<file path="src/rtl/nn_seq_pkg.sv">
// Shared types, sizes and the default weight table for the time-multiplexed 2-2-1 XOR network.
package nn_seq_pkg;

  localparam int unsigned SM_W        = 17;
  localparam int unsigned MAG_W       = 16;
  localparam int unsigned PROD_W      = 32;
  localparam int unsigned ACT_W       = 33;
  localparam int unsigned ACC_W       = 34;
  localparam int unsigned NUM_WEIGHTS = 9;
  localparam int unsigned N_TERMS     = 3;
  localparam int unsigned WIDX_W      = 4;
  localparam int unsigned CNT_W       = 2;

  typedef struct packed {
    logic             sign;
    logic [MAG_W-1:0] mag;
  } sm_word_t;

  typedef struct packed {
    logic              sign;
    logic [PROD_W-1:0] mag;
  } act_word_t;

  typedef logic signed [ACC_W-1:0] acc_t;

  typedef enum logic [1:0] {
    ST_IDLE = 2'd0,
    ST_MAC  = 2'd1,
    ST_ACT  = 2'd2,
    ST_DONE = 2'd3
  } state_e;

  localparam acc_t ACC_SAT = acc_t'({2'b00, {PROD_W{1'b1}}});

  // Entry [i] is weight index i = neuron*3 + term (term 2 is the bias).
  localparam logic [NUM_WEIGHTS-1:0][SM_W-1:0] DEFAULT_WEIGHTS = {
    17'h1FFFF, 17'h007FF, 17'h007FF,
    17'h0FFFF, 17'h107FF, 17'h107FF,
    17'h1001F, 17'h007FF, 17'h007FF
  };

  // Two's complement accumulator to sign-magnitude; zero always comes out as +0.
  function automatic act_word_t acc_to_act(input acc_t acc);
    act_word_t r;
    acc_t      neg;
    neg    = -acc;
    r.sign = acc[ACC_W-1];
    r.mag  = acc[ACC_W-1] ? neg[PROD_W-1:0] : acc[PROD_W-1:0];
    return r;
  endfunction

endpackage

</file>
<file path="src/rtl/nn_sm_mac.sv">
// Combinational sign-magnitude multiply (or shifted bias) followed by a saturating accumulate.
module nn_sm_mac
  import nn_seq_pkg::*;
#(
  parameter int unsigned BIAS_SHIFT = 0
) (
  input  sm_word_t operand_i,
  input  sm_word_t weight_i,
  input  logic     bias_i,
  input  acc_t     acc_i,
  output acc_t     acc_c_o
);

  logic [PROD_W-1:0] mag_c;
  logic              neg_c;
  acc_t              mag_ext_c;
  acc_t              term_c;
  acc_t              sum_c;

  always_comb begin
    mag_c     = '0;
    neg_c     = 1'b0;
    mag_ext_c = '0;
    term_c    = '0;
    sum_c     = '0;
    acc_c_o   = acc_i;

    if (bias_i) begin
      mag_c = PROD_W'(weight_i.mag) << BIAS_SHIFT;
      neg_c = weight_i.sign;
    end else begin
      mag_c = PROD_W'(operand_i.mag) * PROD_W'(weight_i.mag);
      neg_c = operand_i.sign ^ weight_i.sign;
    end

    mag_ext_c = acc_t'({2'b00, mag_c});
    term_c    = neg_c ? -mag_ext_c : mag_ext_c;
    sum_c     = acc_i + term_c;

    // Clamp every step so the running sum always fits the 32-bit magnitude of act_in.
    if (sum_c > ACC_SAT) begin
      acc_c_o = ACC_SAT;
    end else if (sum_c < -ACC_SAT) begin
      acc_c_o = -ACC_SAT;
    end else begin
      acc_c_o = sum_c;
    end
  end

endmodule

</file>
<file path="src/rtl/nn_mac_sequencer.sv">
// Sequences one shared MAC over the nine terms of the 2-2-1 XOR network (h1, h2, then y).
// Define NN_SEQ_CFG_EN to add a runtime-writable weight table (cfg_we/cfg_addr/cfg_data).
module nn_mac_sequencer
  import nn_seq_pkg::*;
#(
  parameter int unsigned BIAS_SHIFT = 0
) (
  input  logic              clk,
  input  logic              rst_n,
  input  logic              start,
  input  logic [SM_W-1:0]   x1,
  input  logic [SM_W-1:0]   x2,
`ifdef NN_SEQ_CFG_EN
  input  logic              cfg_we,
  input  logic [WIDX_W-1:0] cfg_addr,
  input  logic [SM_W-1:0]   cfg_data,
`endif
  output logic              busy,
  output logic              done,
  output logic [SM_W-1:0]   y_out,
  output logic [ACT_W-1:0]  act_in,
  input  logic [SM_W-1:0]   act_out,
  output logic              act_valid
);

  state_e           state_q, state_d;
  sm_word_t         x1_q, x1_d;
  sm_word_t         x2_q, x2_d;
  sm_word_t         h1_q, h1_d;
  sm_word_t         h2_q, h2_d;
  sm_word_t         y_q, y_d;
  acc_t             acc_q, acc_d;
  act_word_t        act_q, act_d;
  logic [CNT_W-1:0] neuron_q, neuron_d;
  logic [CNT_W-1:0] term_q, term_d;
  logic             busy_q, busy_d;
  logic             done_q, done_d;
  logic             act_valid_q, act_valid_d;

  logic [WIDX_W-1:0] widx_c;
  sm_word_t          wt_c;
  sm_word_t          operand_c;
  acc_t              mac_acc_c;

  assign widx_c = WIDX_W'(neuron_q) * WIDX_W'(N_TERMS) + WIDX_W'(term_q);

`ifdef NN_SEQ_CFG_EN
  sm_word_t wt_q [NUM_WEIGHTS];

  // Table may only change while fully idle so an inference never sees a mixed table.
  always_ff @(posedge clk or negedge rst_n) begin
    if (!rst_n) begin
      for (int i = 0; i < NUM_WEIGHTS; i++) begin
        wt_q[i] <= sm_word_t'(DEFAULT_WEIGHTS[i]);
      end
    end else if (cfg_we && (state_q == ST_IDLE) && (cfg_addr < WIDX_W'(NUM_WEIGHTS))) begin
      wt_q[cfg_addr] <= sm_word_t'(cfg_data);
    end
  end

  assign wt_c = wt_q[widx_c];
`else
  assign wt_c = sm_word_t'(DEFAULT_WEIGHTS[widx_c]);
`endif

  always_comb begin
    operand_c = '0;
    case (term_q)
      2'd0:    operand_c = (neuron_q == 2'd2) ? h1_q : x1_q;
      2'd1:    operand_c = (neuron_q == 2'd2) ? h2_q : x2_q;
      default: operand_c = '0;
    endcase
  end

  nn_sm_mac #(
    .BIAS_SHIFT (BIAS_SHIFT)
  ) u_mac (
    .operand_i (operand_c),
    .weight_i  (wt_c),
    .bias_i    (term_q == CNT_W'(N_TERMS - 1)),
    .acc_i     (acc_q),
    .acc_c_o   (mac_acc_c)
  );

  always_comb begin
    state_d     = state_q;
    x1_d        = x1_q;
    x2_d        = x2_q;
    h1_d        = h1_q;
    h2_d        = h2_q;
    y_d         = y_q;
    acc_d       = acc_q;
    act_d       = act_q;
    neuron_d    = neuron_q;
    term_d      = term_q;

    case (state_q)
      ST_IDLE: begin
        if (start) begin
          x1_d     = sm_word_t'(x1);
          x2_d     = sm_word_t'(x2);
          acc_d    = '0;
          neuron_d = '0;
          term_d   = '0;
          state_d  = ST_MAC;
        end
      end
      ST_MAC: begin
        acc_d  = mac_acc_c;
        act_d  = acc_to_act(mac_acc_c);
        term_d = term_q + CNT_W'(1);
        if (term_q == CNT_W'(N_TERMS - 1)) begin
          term_d  = '0;
          state_d = ST_ACT;
        end
      end
      ST_ACT: begin
        case (neuron_q)
          2'd0:    h1_d = sm_word_t'(act_out);
          2'd1:    h2_d = sm_word_t'(act_out);
          default: y_d  = sm_word_t'(act_out);
        endcase
        acc_d    = '0;
        term_d   = '0;
        neuron_d = neuron_q + CNT_W'(1);
        state_d  = (neuron_q == 2'd2) ? ST_DONE : ST_MAC;
      end
      ST_DONE: begin
        state_d = ST_IDLE;
      end
      default: begin
        state_d = ST_IDLE;
      end
    endcase

    // busy rises one cycle after the start edge and drops together with the done pulse.
    busy_d      = (state_q == ST_MAC) || (state_q == ST_ACT);
    done_d      = (state_q == ST_DONE);
    act_valid_d = (state_d == ST_ACT);
  end

  always_ff @(posedge clk or negedge rst_n) begin
    if (!rst_n) begin
      state_q     <= ST_IDLE;
      x1_q        <= '0;
      x2_q        <= '0;
      h1_q        <= '0;
      h2_q        <= '0;
      y_q         <= '0;
      acc_q       <= '0;
      act_q       <= '0;
      neuron_q    <= '0;
      term_q      <= '0;
      busy_q      <= 1'b0;
      done_q      <= 1'b0;
      act_valid_q <= 1'b0;
    end else begin
      state_q     <= state_d;
      x1_q        <= x1_d;
      x2_q        <= x2_d;
      h1_q        <= h1_d;
      h2_q        <= h2_d;
      y_q         <= y_d;
      acc_q       <= acc_d;
      act_q       <= act_d;
      neuron_q    <= neuron_d;
      term_q      <= term_d;
      busy_q      <= busy_d;
      done_q      <= done_d;
      act_valid_q <= act_valid_d;
    end
  end

  assign busy      = busy_q;
  assign done      = done_q;
  assign y_out     = y_q;
  assign act_in    = act_q;
  assign act_valid = act_valid_q;

endmodule

</file>
<file path="config.mk">
export PLATFORM = sky130hd
export DESIGN_NAME = nn_mac_sequencer
export DESIGN_NICKNAME = d
export VERILOG_FILES = /design/src/rtl/nn_seq_pkg.sv /design/src/rtl/nn_sm_mac.sv /design/src/rtl/nn_mac_sequencer.sv
export SDC_FILE = /design/constraint.sdc
export NUM_CORES = 1
export LEC_CHECK = 0
export ABC_CLOCK_PERIOD_IN_PS = 16000
export CORE_ASPECT_RATIO = 1.25
export CORE_MARGIN = 4
export CORE_UTILIZATION = 43
export CTS_CLUSTER_DIAMETER = 150
export CTS_CLUSTER_SIZE = 8
export DETAILED_ROUTE_END_ITERATION = 8
export HOLD_SLACK_MARGIN = 0.08
export SLEW_MARGIN = 0
export SYNTH_ARGS = -nofsm -noshare
export SYNTH_HDL_FRONTEND = slang
export SYNTH_HIERARCHICAL = 1
export SYNTH_SLANG_ARGS = --single-unit
</file>
<file path="constraint.sdc">
create_clock -name clk -period 16 [get_ports clk]
set_input_delay 2.4 -clock clk [delete_from_list [all_inputs] [get_ports clk]]
set_output_delay 2.4 -clock clk [all_outputs]
set_load 0.005 [all_outputs]
</file>
==> results.toml, run 1 <==
[run_status]
outcome = "complete, no violations"

[clock_tree]
cts_tree = "yes"
root_buffer = "clkbuf_16"
ctsHoldBuffers = 0
post_cts_resized = 0
cts_buffers = 17
clock_latency_ns = 0.45
clockBufferDepth = 2
cts-htree-levels = 4
post-cts-setup-buffer-count = 0
clk_pin_slew_ns = 0.07
cts.sink_count = 161

[sta]
finalSetupTns_ns = 0
setup_viol = 0
clock.fmax_ghz = 0.0668
grt_setup_unrepaired = "false"
relSlewSlack_pct = 35.3
period_minus_slack_ns = 14.98
tightestPinTransition_ns = 0.970
drv_slew = 0
skew_ns = 0.0120
post-route-period-util_pct = 93.6
hold_violations = 0

[die]
die_h_um = 252
num_rows = 89
io-pin-count = 107
core_region_area_um2 = 47100
die_x_um = 203
die_area_um2 = 51100
start_util_pct = 43.4

[worst_setup_path]
ff2ff_path_depth = 42
timing.critical_path.mode_cell = "fa_1"
rrSetupSlack_ns = 1.02
cp_slowest_cell = "or4_2"
max_stage_delay_ns = 0.95
critPathKind = "reg2reg"
r2r_start = "term_q[1]$_DFFE_PN0P_"
cp.required_ns = 16.38
r2r-end = "act_in[15]$_DFFE_PN0P_"
worstPathArrival_ns = 15.35
cp-end-kind = "register"
start_kind = "register"
path_max_fanout = 41

[hold_path]
min_from = "act_in[13]$_DFFE_PN0P_"
hold-path-endpoint = "act_in[13]$_DFFE_PN0P_"
min_delay_path_depth = 1
hold_path.class = "reg2reg"

[layout]
mostFrequentLayoutCells = "nand2_1 (307), inv_1 (270), fa_1 (197)"
drive_gt1_share_pct = 9.27
syn_to_final_growth_pct = 11.2
layout.nets = 2773
layout_commonest_cell = "nand2_1"
diodes = 0

[detailed_routing]
drc = 0
drt-total-wl_mm = 56.8
viasPerCell = 5.47
vias = 16500
ant_nets = 0
drt_iter0_drc = 797
drt-pass1-iter-count = 5
wire_per_inst_um = 18.8

[global_route]
grt_util_all_layers_pct = 22.7
grt_pass1_wl_mm = 93.6
grt_max_degree = 74
antenna_found_initial = 0
grt_pass1_vias = 17600
grt_overflow = 0

[synth]
synthArstFlopShare_pct = 100
synth_ff_type = "dfrtp_1"
synth_area_um2 = 20400
yosysWarnings = 6
yosysSeqAreaShare_pct = 19.7
synth_seq_cells = 161
synth_edf_count = 0
netlist_instances = 2316
postSynthAreaPerCell_um2 = 8.82
ys_types = 95

[placement]
dp_hpwl_mm = 45.9
routabilityCongestion = 0.958
port_buffers = 106

[flow_run]
drv_cap = 0
metrics by stage:
step | worst slack, ns | instances | hold WS, ns | util, % | instance area (µm²)
2_1_floorplan | 2.74 | 2341 | 0.455 | - | 20500
3_3_place_gp | 1.34 | 2990 | 0.480 | 47.0 | 22200
3_5_place_dp | 0.990 | 2990 | 0.481 | 47.0 | 22200
4_1_cts | 0.918 | 3022 | 0.501 | 48.2 | 22700
5_1_grt | 0.0986 | 3022 | 0.516 | 48.2 | 22700
6_report | 1.02 | 3022 | 0.496 | 48.2 | 22700
routing by layer:
layer / GRT usage [%] / routed length [µm]
met1: 27.9 / 23400
met2: 41.7 / 30000
met3: 2.30 / 1640
met4: 7.47 / 1760
met5: 0 / 0
cells by family (layout without fill, tap and decap cells):
family	count (synthesis)	in the layout	synth area share, %
other	1	26	0.0184
muxes	120	120	7.47
DFF	161	161	19.7
adders and majority gates	363	363	29.3
buffers and inverters	396	440	7.45
AOI/OAI and AO/OA	411	411	13.5
xor gates and xnor gates	79	79	3.48
and+or+nand+nor	785	785	19.0
critical path, delay by kind of cell, from the launching register on:
| family | cells | cell delay [ns] |
|---|---|---|
| flops | 1 | 0.40 |
| xor+xnor | 2 | 0.27 |
| simple gates | 12 | 5.15 |
| compound gates | 11 | 3.34 |
| buf+inv | 6 | 0.65 |
| fa+ha+maj | 11 | 5.01 |
area by class of cell:
type	instances	area (µm²)
fillers	4569	24400
clock inverters	15	140
inverters	272	1020
repair buffers	136	1300
clock buffers	17	425
well taps	637	797
flip-flops and latches	161	4030
multi-input cells	1784	15000
synthesized netlist by cell type, drive strengths merged, types with 10 or more instances:
cell / number / share of area (%)
or3: 14 / 0.43
and3: 10 / 0.31
fa: 197 / 19
and2: 137 / 4.2
nand4: 25 / 0.77
o211ai: 14 / 0.51
mux2: 90 / 5.0
a21oi: 104 / 2.6
maj3: 16 / 0.78
or4: 16 / 0.65
a31oi: 14 / 0.43
a21o: 15 / 0.55
ha: 150 / 9.2
nand3: 32 / 0.81
o31ai: 19 / 0.83
xnor2: 35 / 1.5
o21ai: 104 / 2.6
buf: 20 / 0.51
mux4: 17 / 1.9
dfrtp: 161 / 20
nor2: 120 / 2.2
nor3: 48 / 1.2
nand2: 307 / 5.6
o2111ai: 12 / 0.61
clkbuf: 104 / 1.9
o21a: 10 / 0.37
mux2i: 13 / 0.64
nor4: 13 / 0.47
a22oi: 15 / 0.55
inv: 271 / 5.0
xor2: 44 / 2.0
a211oi: 14 / 0.58
registers in the layout, summed over array words and instances, names as in the netlist, 2 cells and up:
register and cells:
term_q 2, acc_q 34, h1_q 17, neuron_q 2, x1_q 17, y_out 17, h2_q 17, state_q 2
act_in 33, x2_q 17
how the worst max path moves through the flow:
| stage | startpoint | end | slack [ns] |
|---|---|---|---|
| global route | term_q[1]$_DFFE_PN0P_ | act_in[15]$_DFFE_PN0P_ | 0.1 |
| global placement | term_q[1]$_DFFE_PN0P_ | act_in[23]$_DFFE_PN0P_ | 1.34 |
| detailed placement | term_q[1]$_DFFE_PN0P_ | act_in[23]$_DFFE_PN0P_ | 0.99 |
| finish | term_q[1]$_DFFE_PN0P_ | act_in[15]$_DFFE_PN0P_ | 1.02 |
| floorplan | term_q[1]$_DFFE_PN0P_ | act_in[26]$_DFFE_PN0P_ | 2.74 |
| CTS | term_q[1]$_DFFE_PN0P_ | act_in[23]$_DFFE_PN0P_ | 0.92 |
Power of run 1 is left out: the tool's default activity adds up to more than one toggle a clock period on the data nets, which glitch-free logic cannot reach.
==> run 2, diff against run 1 <==
- CORE_UTILIZATION: 43 -> 54
- PLACE_DENSITY: unset -> 0.73
==> run 2 against run 1 <==
Net effect: critical path depth decreased by 1; worst hold slack lost 0.0027 ns; sequential cell count is the same; die area fell by 20%; worst setup slack better by 0.14 ns; register-to-register slack gained 0.14 ns; maximum frequency up 0.92%; cell count shrank 5.2%; clock-buffer cell count stayed put; via count up 2.4%; critical path type unchanged; largest cell class unchanged.
==> results.toml, run 2 (synthesized netlist as in run 1, its figures left out) <==
[clock_tree]
root_buffer = "clkbuf_16"
clk_pin_slew_ns = 0.07
clockBufferDepth = 2
cts-htree-levels = 4
cts.sink_count = 161
post-cts-setup-buffer-count = 0
clock_latency_ns = 0.46
cts_tree = "yes"
ctsHoldBuffers = 0
cts_buffers = 17

[layout]
syn_to_final_growth_pct = 10.2
largest_reg_flops = 34
top_register = "acc_q"
layout_commonest_cell = "nand2_1"
mostFrequentLayoutCells = "nand2_1 (307), inv_1 (270), fa_1 (197)"
layout.nets = 2766
diodes = 0
fillCellCount = 3177
drive_gt1_share_pct = 9.00

[placement]
dp_hpwl_mm = 43.5
port_buffers = 106
routabilityCongestion = 0.970

[die]
num_rows = 79
die_h_um = 225
die_area_um2 = 41000
io-pin-count = 107
start_util_pct = 54.8
die_x_um = 182
core_region_area_um2 = 37300

[worst_setup_path]
max_stage_delay_ns = 0.73
start_kind = "register"
path_max_fanout = 67
cp.required_ns = 16.39
cp_slowest_cell = "or4_4"
path_buf_inv = 6
cpLargestDelayFamily = "adder cells"
cp-end-kind = "register"
timing.critical_path.mode_cell = "fa_1"
worstPathArrival_ns = 15.23
critPathKind = "reg2reg"

[sta]
skew_ns = 0.0191
grt_setup_unrepaired = "false"
setup_viol = 0
clock.fmax_ghz = 0.0674
relSlewSlack_pct = 29.7
post-route-period-util_pct = 92.8
period_minus_slack_ns = 14.84
tightestPinTransition_ns = 1.05
hold_violations = 0
drv_slew = 0
finalSetupTns_ns = 0

[global_route]
antenna_found_initial = 0
grt_max_degree = 89
grt_util_all_layers_pct = 27.8
grt_overflow = 0
grt_pass1_vias = 18000
grt_pass1_wl_mm = 92.5

[detailed_routing]
drt-total-wl_mm = 55.3
drt_iter0_drc = 1028
vias = 16900
viasPerCell = 5.91
ant_nets = 0
wire_per_inst_um = 19.3
drc = 0
drt-pass1-iter-count = 5

[run_status]
outcome = "complete, no violations"

[hold_path]
hold_path.class = "reg2reg"

[flow_run]
drv_cap = 0
-- run 2: worst paths after layout --
path | startpoint | to | slack [ns] | cells past startpoint
max | term_q[1]$_DFFE_PN0P_ | act_in[15]$_DFFE_PN0P_ | 1.16 | 41
min | acc_q[32]$_DFFE_PN0P_ | acc_q[32]$_DFFE_PN0P_ | 0.49 | 2
max reg2reg | term_q[1]$_DFFE_PN0P_ | act_in[15]$_DFFE_PN0P_ | 1.16 | 41
min reg2reg | acc_q[32]$_DFFE_PN0P_ | acc_q[32]$_DFFE_PN0P_ | 0.49 | 2
max in group asynchronous | rst_n | h1_q[11]$_DFFE_PN0P_ | 12.59 | 2
min in group asynchronous | rst_n | done$_DFF_PN0_ | 1.97 | 1
-- run 2: area by class of cell --
class	count	area [µm²]	area share, %
Multi-Input combinational cell	1784	15000	66.7
Sequential cell	161	4030	17.9
Timing Repair Buffer	129	1230	5.48
Inverter	272	1020	4.55
Tap cell	486	608	2.70
Clock buffer	17	425	1.89
Clock inverter	15	185	0.822
-- run 2: stage by stage --
| stage | worst slack [ns] | instance area (µm²) | hold slack, ns | util (%) | cells |
|---|---|---|---|---|---|
| final | 1.16 | 22500 | 0.493 | 60.4 | 2864 |
| after global routing | 0.149 | 22500 | 0.519 | 60.4 | 2864 |
| after CTS | 0.678 | 22500 | 0.500 | 60.4 | 2864 |
| after detailed placement | 0.746 | 21900 | 0.481 | 58.8 | 2832 |
| after global placement | 1.11 | 21900 | 0.482 | 58.8 | 2832 |
| after floorplan | 2.74 | 20500 | 0.455 | - | 2341 |
-- run 2: what timing repair did --
| item | CTS | global route |
|---|---|---|
| endpoints found under the setup margin | 0 | 19 |
| endpoints found under the hold margin | 0 | 0 |
| gates resized for setup | 0 | 2 |
-- run 2: layer usage --
metal | track usage (%) | up-vias | wire length (µm)
met5 | 0 | - | 0
met4 | 9.49 | 0 | 1910
met3 | 2.76 | 120 | 1750
met2 | 50.3 | 464 | 29100
met1 | 34.7 | 8415 | 22500
li1 | - | 7934 | -
-- run 2: worst register-to-register path: cells and delay by family (launching register included) --
family	cells	cell delay [ns]
compound gates	9	3.12
buf+inv	6	0.66
fa+ha+maj	11	5.10
xor+xnor	2	0.32
simple gates	13	5.16
flops	1	0.41
Power of run 2 is left out for the same reason.
==> run 3, diff against run 2 <==
- CORE_ASPECT_RATIO: 1.25 -> 0.6
- MAX_ROUTING_LAYER: unset -> met4
==> run 3 against run 2 <==
Net effect: design area rose by 0.66%; sequential share of layout area shrank 0.12 points; maximum frequency shrank 1.8%; worst hold slack worse by 0.00057 ns; clock-buffer cell count is the same; first-iteration DRC count increased by 89%; register-to-register slack worse by 0.28 ns; global-route usage increased by 2.6 points; wire length increased by 5.9%; largest cell class unchanged; clock skew fell by 0.0020 ns; non-clock buffer count grew 11.
==> results.toml, run 3 (synthesized netlist as in run 1, its figures left out) <==
[layout]
mostFrequentLayoutCells = "nand2_1 (307), inv_1 (270), fa_1 (197)"
regArea_um2 = 4030
fillCellCount = 3167
largest_reg_flops = 34
top_register = "acc_q"
layout.nets = 2777
drive_gt1_share_pct = 9.38
multi_input_area_um2 = 15000
syn_to_final_growth_pct = 11.0
layout_commonest_cell = "nand2_1"

[die]
start_util_pct = 55.5
die_h_um = 159
num_rows = 54
die_x_um = 259
io-pin-count = 107
core_region_area_um2 = 36800
die_area_um2 = 41100

[global_route]
grt_util_all_layers_pct = 30.4
antenna_found_initial = 1
grt_pass1_wl_mm = 95.6
grt_overflow = 0
grt_pass1_vias = 17400
grt_max_degree = 73

[worst_setup_path]
max_stage_delay_ns = 0.68
path_buf_inv = 7
endpoint = "act_in[15]$_DFFE_PN0P_"
worstPathArrival_ns = 15.49
timing.critical_path.mode_cell = "fa_1"
cp-end-kind = "register"
cp.required_ns = 16.37
critPathKind = "reg2reg"
r2r-end = "act_in[15]$_DFFE_PN0P_"
path_max_fanout = 51
path_depth = 43
start_kind = "register"
r2r_start = "term_q[1]$_DFFE_PN0P_"
rrSetupSlack_ns = 0.88
ff2ff_path_depth = 43
cp_slowest_cell = "or4_1"
crit_start = "term_q[1]$_DFFE_PN0P_"
cpLargestDelayFamily = "simple AND/OR/NAND/NOR gates"

[clock_tree]
root_buffer = "clkbuf_16"
cts.sink_count = 161
clk_pin_slew_ns = 0.08
clockBufferDepth = 2
cts_tree = "yes"
cts-htree-levels = 4
clock_latency_ns = 0.45
cts_buffers = 17

[sta]
hold_violations = 0
period_minus_slack_ns = 15.12
drv_slew = 0
setup_viol = 0
relSlewSlack_pct = 24.7
tightestPinTransition_ns = 1.12
skew_ns = 0.0170
clock.fmax_ghz = 0.0661
finalSetupTns_ns = 0
grt_setup_unrepaired = "false"
post-route-period-util_pct = 94.5

[placement]
dp_hpwl_mm = 46.9
port_buffers = 106
routabilityCongestion = 1.04

[detailed_routing]
wire_per_inst_um = 20.2
drt-total-wl_mm = 58.6
vias = 17400
drt-pass1-iter-count = 6
drc = 0
ant_nets = 0
drt_iter0_drc = 1944
viasPerCell = 6.03

[run_status]
outcome = "complete, no violations"

[hold_path]
hold_path.class = "reg2reg"

[flow_run]
drv_cap = 0
==> run 3: final cells by class <==
class / count / share of cell area (%)
antenna: 1 / 0.0110
clock buffer: 17 / 1.88
clock inverter: 15 / 0.966
inverter: 272 / 4.52
multi-input combinational: 1784 / 66.2
sequential: 161 / 17.8
tap: 504 / 2.78
timing repair buffer: 140 / 5.87
==> run 3: metal layers <==
layer	vias up	share of wire (%)	global-route usage (%)
li1	7970	-	-
met1	8616	48	46.9
met4	0	0.84	4.57
met3	48	12	7.95
met5	-	0	-
met2	810	39	40.5
==> run 3: worst register-to-register path: cells and delay by family (launching register included) <==
kind | cells | cell delay (ns)
flops | 1 | 0.41
fa+ha+maj | 11 | 5.07
mux | 1 | 0.56
buf+inv | 7 | 0.82
xor+xnor | 2 | 0.44
simple gates | 13 | 5.38
compound gates | 9 | 2.37
==> run 3: timing repair <==
action / CTS / global route
resized for setup: 0 / 2
setup endpoints to repair: 0 / 27
hold buffers: 0 / 0
buffers inserted: 0 / 1
==> run 3: how the worst min path moves through the flow <==
stage / startpoint / endpoint / cells after the start
2_1_floorplan: acc_q[8]$_DFFE_PN0P_ / acc_q[8]$_DFFE_PN0P_ / 2
3_3_place_gp: acc_q[32]$_DFFE_PN0P_ / acc_q[32]$_DFFE_PN0P_ / 2
3_5_place_dp: acc_q[32]$_DFFE_PN0P_ / acc_q[32]$_DFFE_PN0P_ / 2
4_1_cts: acc_q[32]$_DFFE_PN0P_ / acc_q[32]$_DFFE_PN0P_ / 2
5_1_grt: h2_q[10]$_DFFE_PN0P_ / h2_q[10]$_DFFE_PN0P_ / 1
6_report: acc_q[32]$_DFFE_PN0P_ / acc_q[32]$_DFFE_PN0P_ / 2
==> run 3: through the flow <==
step | worst slack, ns | hold slack (ns) | cell area [µm²] | instances | utilization [%]
global route | 0.311 | 0.518 | 22700 | 2894 | 61.5
floorplan | 2.74 | 0.455 | 20500 | 2341 | -
finish | 0.882 | 0.493 | 22700 | 2894 | 61.5
detailed placement | 0.551 | 0.481 | 22000 | 2860 | 59.7
CTS | 0.512 | 0.499 | 22600 | 2892 | 61.5
global placement | 0.692 | 0.472 | 22000 | 2860 | 59.7
Power of run 3 is left out for the same reason.
